`config.mk`:
```
export PLATFORM = sky130hd
export DESIGN_NAME = blink_code_arbiter
export DESIGN_NICKNAME = d
export VERILOG_FILES = /design/src/rtl/blink_code_arbiter.sv
export SDC_FILE = /design/constraint.sdc
export NUM_CORES = 1
export LEC_CHECK = 0
export CORE_MARGIN = 3
export CORE_UTILIZATION = 50
export DETAILED_ROUTE_END_ITERATION = 10
export PLACE_DENSITY_LB_ADDON = 0.2
export SETUP_SLACK_MARGIN = 0.15
export SLEW_MARGIN = 0
export SYNTH_ARGS = -nofsm -noshare
export SYNTH_HDL_FRONTEND = slang
export SYNTH_SLANG_ARGS = --single-unit
```
`constraint.sdc`:
```
create_clock -name clk -period 2.85 [get_ports clk]
set_input_delay 0.57 -clock clk [delete_from_list [all_inputs] [get_ports clk]]
set_output_delay 0.57 -clock clk [all_outputs]
set_load 0.005 [all_outputs]
```
`src/rtl/blink_code_arbiter.sv`:
```
// rtl/blink_code_arbiter.sv - round-robin owner of one status LED, plays a requester's code as blinks then a gap
module blink_code_arbiter #(
  parameter int CLK_FREQ_HZ = 125_000_000,
  parameter int TICK_HZ     = 10,
  parameter int NUM_REQ     = 4,
  parameter int CODE_W      = 4,
  parameter int ON_TICKS    = 2,
  parameter int OFF_TICKS   = 3,
  parameter int GAP_TICKS   = 10
) (
  input  logic                       clk,
  input  logic                       rst_n,
  input  logic [NUM_REQ-1:0]         req,
  input  logic [NUM_REQ*CODE_W-1:0]  code,
  output logic [NUM_REQ-1:0]         grant,
  output logic                       busy,
  output logic                       done,
  output logic                       led
);

  localparam int TICKS_PER = CLK_FREQ_HZ / TICK_HZ;
  localparam int PS_W      = (TICKS_PER > 1) ? $clog2(TICKS_PER) : 1;
  localparam int PH_MAX    = (ON_TICKS > OFF_TICKS) ?
                             ((ON_TICKS > GAP_TICKS) ? ON_TICKS : GAP_TICKS) :
                             ((OFF_TICKS > GAP_TICKS) ? OFF_TICKS : GAP_TICKS);
  localparam int PH_W      = (PH_MAX > 1) ? $clog2(PH_MAX) : 1;
  localparam int PTR_W     = $clog2(NUM_REQ);

  typedef enum logic [1:0] {S_IDLE, S_ON, S_OFF, S_GAP} state_t;

  state_t              state_q, state_d;
  logic [PS_W-1:0]     presc_q, presc_d;
  logic [PH_W-1:0]     phase_q, phase_d;
  logic [CODE_W-1:0]   rem_q, rem_d;
  logic [PTR_W-1:0]    ptr_q, ptr_d;
  logic [NUM_REQ-1:0]  grant_q, grant_d;
  logic                busy_q, busy_d;
  logic                done_q, done_d;
  logic                led_q, led_d;

  logic                tick;
  logic                found;
  logic [PTR_W-1:0]    sel_idx;
  logic [PTR_W-1:0]    cand;
  logic [CODE_W-1:0]   code_arr [NUM_REQ];
  logic [CODE_W-1:0]   sel_code;

  assign tick = (presc_q == PS_W'(TICKS_PER - 1));

  always_comb begin
    for (int i = 0; i < NUM_REQ; i++) begin
      code_arr[i] = code[i*CODE_W +: CODE_W];
    end
  end

  // Walk downward in distance so the nearest set bit after the pointer wins.
  always_comb begin
    found   = 1'b0;
    sel_idx = '0;
    cand    = '0;
    for (int k = NUM_REQ; k >= 1; k--) begin
      cand = PTR_W'((int'(ptr_q) + k) % NUM_REQ);
      if (req[cand]) begin
        found   = 1'b1;
        sel_idx = cand;
      end
    end
  end

  assign sel_code = code_arr[sel_idx];

  always_comb begin
    state_d = state_q;
    presc_d = presc_q;
    phase_d = phase_q;
    rem_d   = rem_q;
    ptr_d   = ptr_q;
    grant_d = grant_q;
    busy_d  = busy_q;
    done_d  = 1'b0;
    led_d   = led_q;
    if (state_q == S_IDLE) begin
      presc_d = '0;
      phase_d = '0;
      led_d   = 1'b0;
      busy_d  = 1'b0;
      grant_d = '0;
      if (found) begin
        grant_d = NUM_REQ'(1) << sel_idx;
        busy_d  = 1'b1;
        ptr_d   = sel_idx;
        rem_d   = sel_code;
        if (sel_code != '0) begin
          state_d = S_ON;
          led_d   = 1'b1;
        end else begin
          state_d = S_GAP;
        end
      end
    end else begin
      presc_d = tick ? '0 : presc_q + 1'b1;
      if (tick) begin
        phase_d = phase_q + 1'b1;
      end
      case (state_q)
        S_ON: begin
          if (tick && phase_q == PH_W'(ON_TICKS - 1)) begin
            phase_d = '0;
            rem_d   = rem_q - 1'b1;
            led_d   = 1'b0;
            state_d = (rem_q == CODE_W'(1)) ? S_GAP : S_OFF;
          end
        end
        S_OFF: begin
          if (tick && phase_q == PH_W'(OFF_TICKS - 1)) begin
            phase_d = '0;
            led_d   = 1'b1;
            state_d = S_ON;
          end
        end
        default: begin
          if (tick && phase_q == PH_W'(GAP_TICKS - 1)) begin
            phase_d = '0;
            state_d = S_IDLE;
            grant_d = '0;
            busy_d  = 1'b0;
            done_d  = 1'b1;
          end
        end
      endcase
    end
  end

  always_ff @(posedge clk or negedge rst_n) begin
    if (!rst_n) begin
      state_q <= S_IDLE;
      presc_q <= '0;
      phase_q <= '0;
      rem_q   <= '0;
      ptr_q   <= PTR_W'(NUM_REQ - 1);
      grant_q <= '0;
      busy_q  <= 1'b0;
      done_q  <= 1'b0;
      led_q   <= 1'b0;
    end else begin
      state_q <= state_d;
      presc_q <= presc_d;
      phase_q <= phase_d;
      rem_q   <= rem_d;
      ptr_q   <= ptr_d;
      grant_q <= grant_d;
      busy_q  <= busy_d;
      done_q  <= done_d;
      led_q   <= led_d;
    end
  end

  assign grant = grant_q;
  assign busy  = busy_q;
  assign done  = done_q;
  assign led   = led_q;

endmodule

```
==> flow_metrics.py, run 1 <==
metrics = {
    "place": {
        "gp_congestion": 0.792,
        "port-buffer-count": 28,
        "dp_hpwl_mm": 3.66,
        "post-place-cells": 357,
        "dpl_worst_slack_ns": -0.0915,
    },
    "grt": {
        "antenna_found_initial": 0,
        "grt_pass1_wl_mm": 8.45,
        "overflow": 0,
        "grt_usage": 0.175,
        "grt_start_max_net_pins": 44,
        "grt_pass1_vias": 1915,
    },
    "sta": {
        "fin_ws_ns": 0.236,
        "setup-tns-final_ns": 0,
        "fmax_mhz": 383,
        "slew_headroom": 0.366,
        "rsz0062_at_grt": "false",
        "drv_slew": 0,
        "hold_viol": 0,
        "setup_viol": 0,
        "worst_hold_slack_ns": 0.403,
        "fin_worst_skew_ns": 0.0110,
        "fin_crit_ns": 2.61,
        "worst_pin_slew_ns": 0.951,
        "period_share": 0.917,
    },
    "layout": {
        "drive_gt1_frac": 0.0973,
        "n_antenna_cell": 0,
        "finish.utilization": 0.623,
        "register_area_sq_um": 1080,
        "fill_cells": 426,
        "synthToLayoutAreaGrowth_pct": 18.8,
        "multi_input_area_sq_um": 1370,
        "fin_cells": 365,
        "nNetsFinal": 329,
    },
    "power_and_ir_drop": {
        "switchingPower_uw": 840,
        "power.density_nw_per_um2": 736,
        "p_seq_frac": 0.388,
        "leakage_nw": 1.32,
        "switching_share": 0.380,
        "p_comb_frac": 0.442,
        "ir_drop_mv": 0.417,
        "p_clk_frac": 0.170,
        "cell_internal_pwr_mw": 1.37,
    },
    "detailed_routing": {
        "ant_nets": 0,
        "drc_errors": 0,
        "firstDrtPassIters": 4,
        "drtIter0Drc": 109,
        "dr_total_vias": 1943,
        "routedWlPerCell_microns": 13.7,
        "routed_wl_mm": 5.00,
        "via_per_inst": 5.32,
    },
    "synth": {
        "syn-cell-area_sq_um": 2530,
        "ys_seq_elements": 43,
        "synth_ff_type": "dfrtp_1",
        "async_flop_share": 1.00,
        "synth_edf_count": 0,
        "synth_common_cells": "nor2_1 (43), dfrtp_1 (41), nand2_1 (17)",
        "yosysMostFrequentCell": "nor2_1",
        "synthTopCellsByArea": "dfrtp_1 (41%), nor2_1 (6.4%), mux2i_1 (5.5%)",
        "synth_warnings": 0,
        "netlist.area_leader.share": 0.406,
        "yosysSeqAreaShare": 0.427,
        "avgSynthCellArea_sq_um": 9.64,
        "post-synth-top-area-cell": "dfrtp_1",
        "syn_nets": 294,
        "synth_cells": 262,
        "yosysUniqueCellTypes": 49,
    },
    "clock_tree": {
        "cts_buffers": 5,
        "cts_tree": "yes",
        "clk_pin_slew_worst_paths_ns": 0.09,
        "cts.sinks": 43,
        "clock_path_buffers": 2,
        "holdBufCountCts": 0,
        "insertion_delay_ns": 0.30,
        "cts_root_buf": "clkbuf_8",
        "htreeDepth": 2,
    },
    "die": {
        "core_sq_um": 4820,
        "rows": 25,
        "dieHeight_microns": 77.1,
        "initial_utilization": 0.524,
        "io_pins": 29,
        "die_area_sq_um": 5940,
        "die_w_microns": 77.1,
    },
    "worst_setup_path": {
        "cp-start-kind": "input pin",
        "cp.arrival_ns": 2.79,
        "endpoint_kind": "flip-flop",
        "required_ns": 3.03,
        "reg2reg_setup_slack_ns": 0.45,
        "cp_max_fo": 11,
        "crit_slowest_cell": "or4_4",
        "slowest_delay_ns": 0.56,
        "crit_chain": "clkdlybuf4s50_1 > nand3b_1 > a31oi_4 > buf_12 > mux2i_1 > mux2i_1 > or4_4 > a221o_1",
        "critical_path.most_common_cell": "mux2i_1",
        "worstSetupPathType": "in -> reg",
    },
    "status": {
        "status": "completed",
    },
    "run": {
        "drv_cap": 0,
    },
    "min_path": {
        "hp-class": "in -> async",
    },
}
-- stage by stage --
| stage | instance area (sq um) | power, mW |
|---|---|---|
| floorplan | 2530 | 1.52 |
| finish | 3000 | 2.21 |
| global placement | 2900 | 1.80 |
| detailed placement | 2900 | 1.82 |
| global route | 3000 | 2.39 |
| CTS | 2990 | 2.21 |
-- power groups by stage --
stage	sequential (mW)	combinational (mW)	clock, mW
2_1_floorplan	0.847	0.674	0
3_3_place_gp	0.862	0.934	0
3_5_place_dp	0.866	0.958	0
4_1_cts	0.855	0.961	0.389
5_1_grt	0.876	1.10	0.415
6_report	0.857	0.977	0.375
-- critical path, delay by kind of cell --
family | cells | cell delay [ns]
buffers and inverters | 2 | 0.68
AOI/OAI and AO/OA | 2 | 0.53
and+or+nand+nor | 2 | 0.71
muxes | 2 | 0.31
-- cell families after synthesis --
group	share of synthesized area
buffers and inverters	0.0366
muxes	0.0644
xor gates and xnor gates	0.0867
and+or+nand+nor	0.234
AOI/OAI and AO/OA	0.102
adders and majority gates	0.0495
DFF	0.427
-- area by class of cell --
type                            instances  share of cell area
Sequential cell                        43               0.359
Inverter                               14              0.0175
Multi-Input combinational cell        199               0.456
Clock inverter                          2             0.00417
Clock buffer                            6              0.0242
Tap cell                               67              0.0279
Timing Repair Buffer                   34               0.111
-- layout by cell type, fill, tap and decap left out, types with 5 or more instances in the layout --
master,Yosys,final
buf_4,0,5
mux2i_1,14,14
and3_1,8,8
clkbuf_8,1,5
ha_1,10,10
nor3_1,6,6
clkdlybuf4s50_1,0,27
dfrtp_1,41,41
nand2_1,17,17
nor2_1,43,43
nand3_1,8,8
inv_1,14,14
nand4_1,6,6
xnor2_1,12,12
xor2_1,13,13
o22ai_1,5,5
a21oi_1,5,5
o21ai_0,6,6
-- sequential cells by signal, indices dropped and copies added, names as in the netlist --
signal / cells
busy: 1
done: 1
grant: 4
led: 1
phase_q: 4
presc_q: 24
ptr_q: 2
rem_q: 4
state_q: 2
-- final timing paths --
path,startpoint,end,cells past startpoint
min,rst_n,presc_q[14]$_DFF_PN0_,1
max reg2reg,ptr_q[1]$_DFFE_PN1P_,led$_DFFE_PN0P_,7
max,req[3],led$_DFFE_PN0P_,8
min in group clk,presc_q[0]$_DFF_PN0_,presc_q[0]$_DFF_PN0_,1
min reg2reg,presc_q[0]$_DFF_PN0_,presc_q[0]$_DFF_PN0_,1
max in group asynchronous,rst_n,presc_q[6]$_DFF_PN0_,1
-- metal layers --
metal | share of wire | vias to the layer above | GRT usage
li1 | - | 983 | -
met1 | 0.46 | 924 | 0.226
met2 | 0.50 | 32 | 0.295
met3 | 0.036 | 4 | 0.0387
met4 | 0.0070 | 0 | 0.0480
met5 | 0 | - | 0
-- what timing repair did --
action | 4_1_cts | 5_1_grt
gates resized for setup | 0 | 2
setup endpoints to repair | 0 | 1
buffers inserted | 0 | 0
Note: power is estimated with default switching activity, not from simulation.
==> run 2: changes to the inputs <==
Settings changed: CAP_MARGIN set to 15.
==> results of run 2 <==
Final layout, timing and power as in run 1 (identical DEF).
==> run 3: changes to the inputs <==
Settings changed: PLACE_DENSITY set to 0.78, PLACE_DENSITY_LB_ADDON 0.2 to unset.
==> run 3 against run 2 <==
- fmax up 0.69%
- first-iteration DRC count down 7.3%
- largest cell class unchanged
- register-to-register slack about the same
- critical endpoint unchanged
- sequential cell count unchanged
==> flow_metrics.py, run 3 (synthesis gave the netlist of run 1 again) <==
metrics = {
    "detailed_routing": {
        "firstDrtPassIters": 4,
        "ant_nets": 0,
        "routed_wl_mm": 4.86,
        "drc_errors": 0,
        "via_per_inst": 5.28,
        "routedWlPerCell_microns": 13.3,
        "drtIter0Drc": 101,
        "dr_total_vias": 1927,
    },
    "layout": {
        "drive_gt1_frac": 0.0906,
        "largest-register": "presc_q",
        "mostFrequentLayoutCell": "nor2_1",
        "fin_area_sq_um": 3010,
        "final_cell_mix": "nor2_1 (43), dfrtp_1 (41), clkdlybuf4s50_1 (27), nand2_1 (17)",
        "n_antenna_cell": 0,
        "fin_cells": 365,
        "largest_register_ffs": 24,
        "synthToLayoutAreaGrowth_pct": 19.1,
        "nNetsFinal": 329,
    },
    "sta": {
        "worst_hold_slack_ns": 0.409,
        "fin_crit_ns": 2.60,
        "setup_viol": 0,
        "setup-tns-final_ns": 0,
        "fmax_mhz": 385,
        "hold_viol": 0,
        "slew_headroom": 0.379,
        "drv_slew": 0,
        "rsz0062_at_grt": "false",
        "period_share": 0.911,
        "fin_worst_skew_ns": 0.0102,
        "worst_pin_slew_ns": 0.931,
    },
    "clock_tree": {
        "insertion_delay_ns": 0.29,
        "htreeDepth": 2,
        "cts_tree": "yes",
        "clock_path_buffers": 2,
        "cts_root_buf": "clkbuf_8",
        "cts.sinks": 43,
        "cts_buffers": 5,
        "clk_pin_slew_worst_paths_ns": 0.08,
        "cts.repair.resized": 0,
    },
    "place": {
        "dp_hpwl_mm": 3.66,
        "port-buffer-count": 28,
        "gp_congestion": 0.793,
        "post-place-cells": 357,
        "dpl_cell_area_sq_um": 2900,
    },
    "die": {
        "dieHeight_microns": 77.1,
        "io_pins": 29,
        "rows": 25,
        "initial_utilization": 0.524,
        "die_w_microns": 77.1,
        "die_area_sq_um": 5940,
        "core_sq_um": 4820,
    },
    "power_and_ir_drop": {
        "leakage_nw": 1.32,
        "power.density_nw_per_um2": 755,
        "ir_drop_mv": 0.390,
    },
    "worst_setup_path": {
        "cp_max_fo": 11,
        "critical_path.most_common_cell": "mux2i_1",
        "cp-start-kind": "input pin",
        "worstSetupPathType": "in -> reg",
        "slowest_delay_ns": 0.56,
        "crit_chain": "clkdlybuf4s50_1 > a21o_2 > a31oi_2 > buf_12 > mux2i_1 > mux2i_1 > or4_1 > a221o_1",
        "required_ns": 3.03,
        "endpoint_kind": "flip-flop",
        "cp.arrival_ns": 2.78,
        "crit_slowest_cell": "or4_1",
    },
    "grt": {
        "overflow": 0,
        "grt_usage": 0.176,
        "grt_start_max_net_pins": 44,
        "grt_pass1_wl_mm": 8.50,
        "antenna_found_initial": 0,
        "grt_pass1_vias": 1890,
    },
    "min_path": {
        "hp-class": "in -> async",
    },
    "run": {
        "drv_cap": 0,
    },
    "status": {
        "status": "completed",
    },
}
-- run 3: changes by cell type in the layout (fill, tap and decap cells not counted), sizes merged --
cell	delta
bufinv	+1
clkbuf	+1
clkinv	-1
clkinvlp	-1
-- run 3: layout make-up --
cell class	instances	area, sq um
Tap cell	67	83.8
Multi-Input combinational cell	199	1360
Sequential cell	43	1080
Fill cell	419	1810
Clock buffer	7	76.3
Timing Repair Buffer	34	333
Inverter	14	52.6
Clock inverter	1	30.0
-- run 3: metrics by stage --
stage	total power, mW	util	setup slack (ns)
global route	2.45	0.625	0.159
detailed placement	1.82	0.603	-0.0791
finish	2.27	0.625	0.254
global placement	1.79	0.603	0.0166
CTS	2.29	0.625	0.231
floorplan	1.52	-	0.524
-- run 3: power breakdown --
| group | total [mW] | switching, mW | internal [mW] |
|---|---|---|---|
| combinational | 0.952 | 0.506 | 0.446 |
| sequential | 0.859 | 0.115 | 0.745 |
| clock | 0.462 | 0.200 | 0.262 |
| total | 2.27 | 0.820 | 1.45 |
-- run 3: routing by layer --
layer	share of wire	wire, microns	track usage
met1	0.47	2290	0.230
met3	0.019	91	0.0317
met5	0	0	0
met4	0.0084	41	0.0427
met2	0.50	2440	0.301
-- run 3: timing repair --
item,in CTS,in global routing
setup buffers,0,0
hold buffers,0,0
endpoints found under the setup margin,0,1
-- run 3: path summary, 6_finish.rpt --
path | startpoint | end | slack [ns] | depth (start not counted)
max | req[1] | led$_DFFE_PN0P_ | 0.25 | 8
min | rst_n | presc_q[19]$_DFF_PN0_ | 0.41 | 1
max reg2reg | ptr_q[0]$_DFFE_PN1P_ | led$_DFFE_PN0P_ | 0.46 | 7
min reg2reg | presc_q[0]$_DFF_PN0_ | presc_q[0]$_DFF_PN0_ | 0.49 | 1
max in group asynchronous | rst_n | grant[2]$_DFFE_PN0P_ | 1.85 | 1
min in group clk | presc_q[0]$_DFF_PN0_ | presc_q[0]$_DFF_PN0_ | 0.49 | 1
-- run 3: worst max-delay path: cells and delay by family --
family / cells / cell delay (ns)
buf+inv: 2 / 0.60
simple gates: 1 / 0.56
compound gates: 3 / 0.74
mux: 2 / 0.30
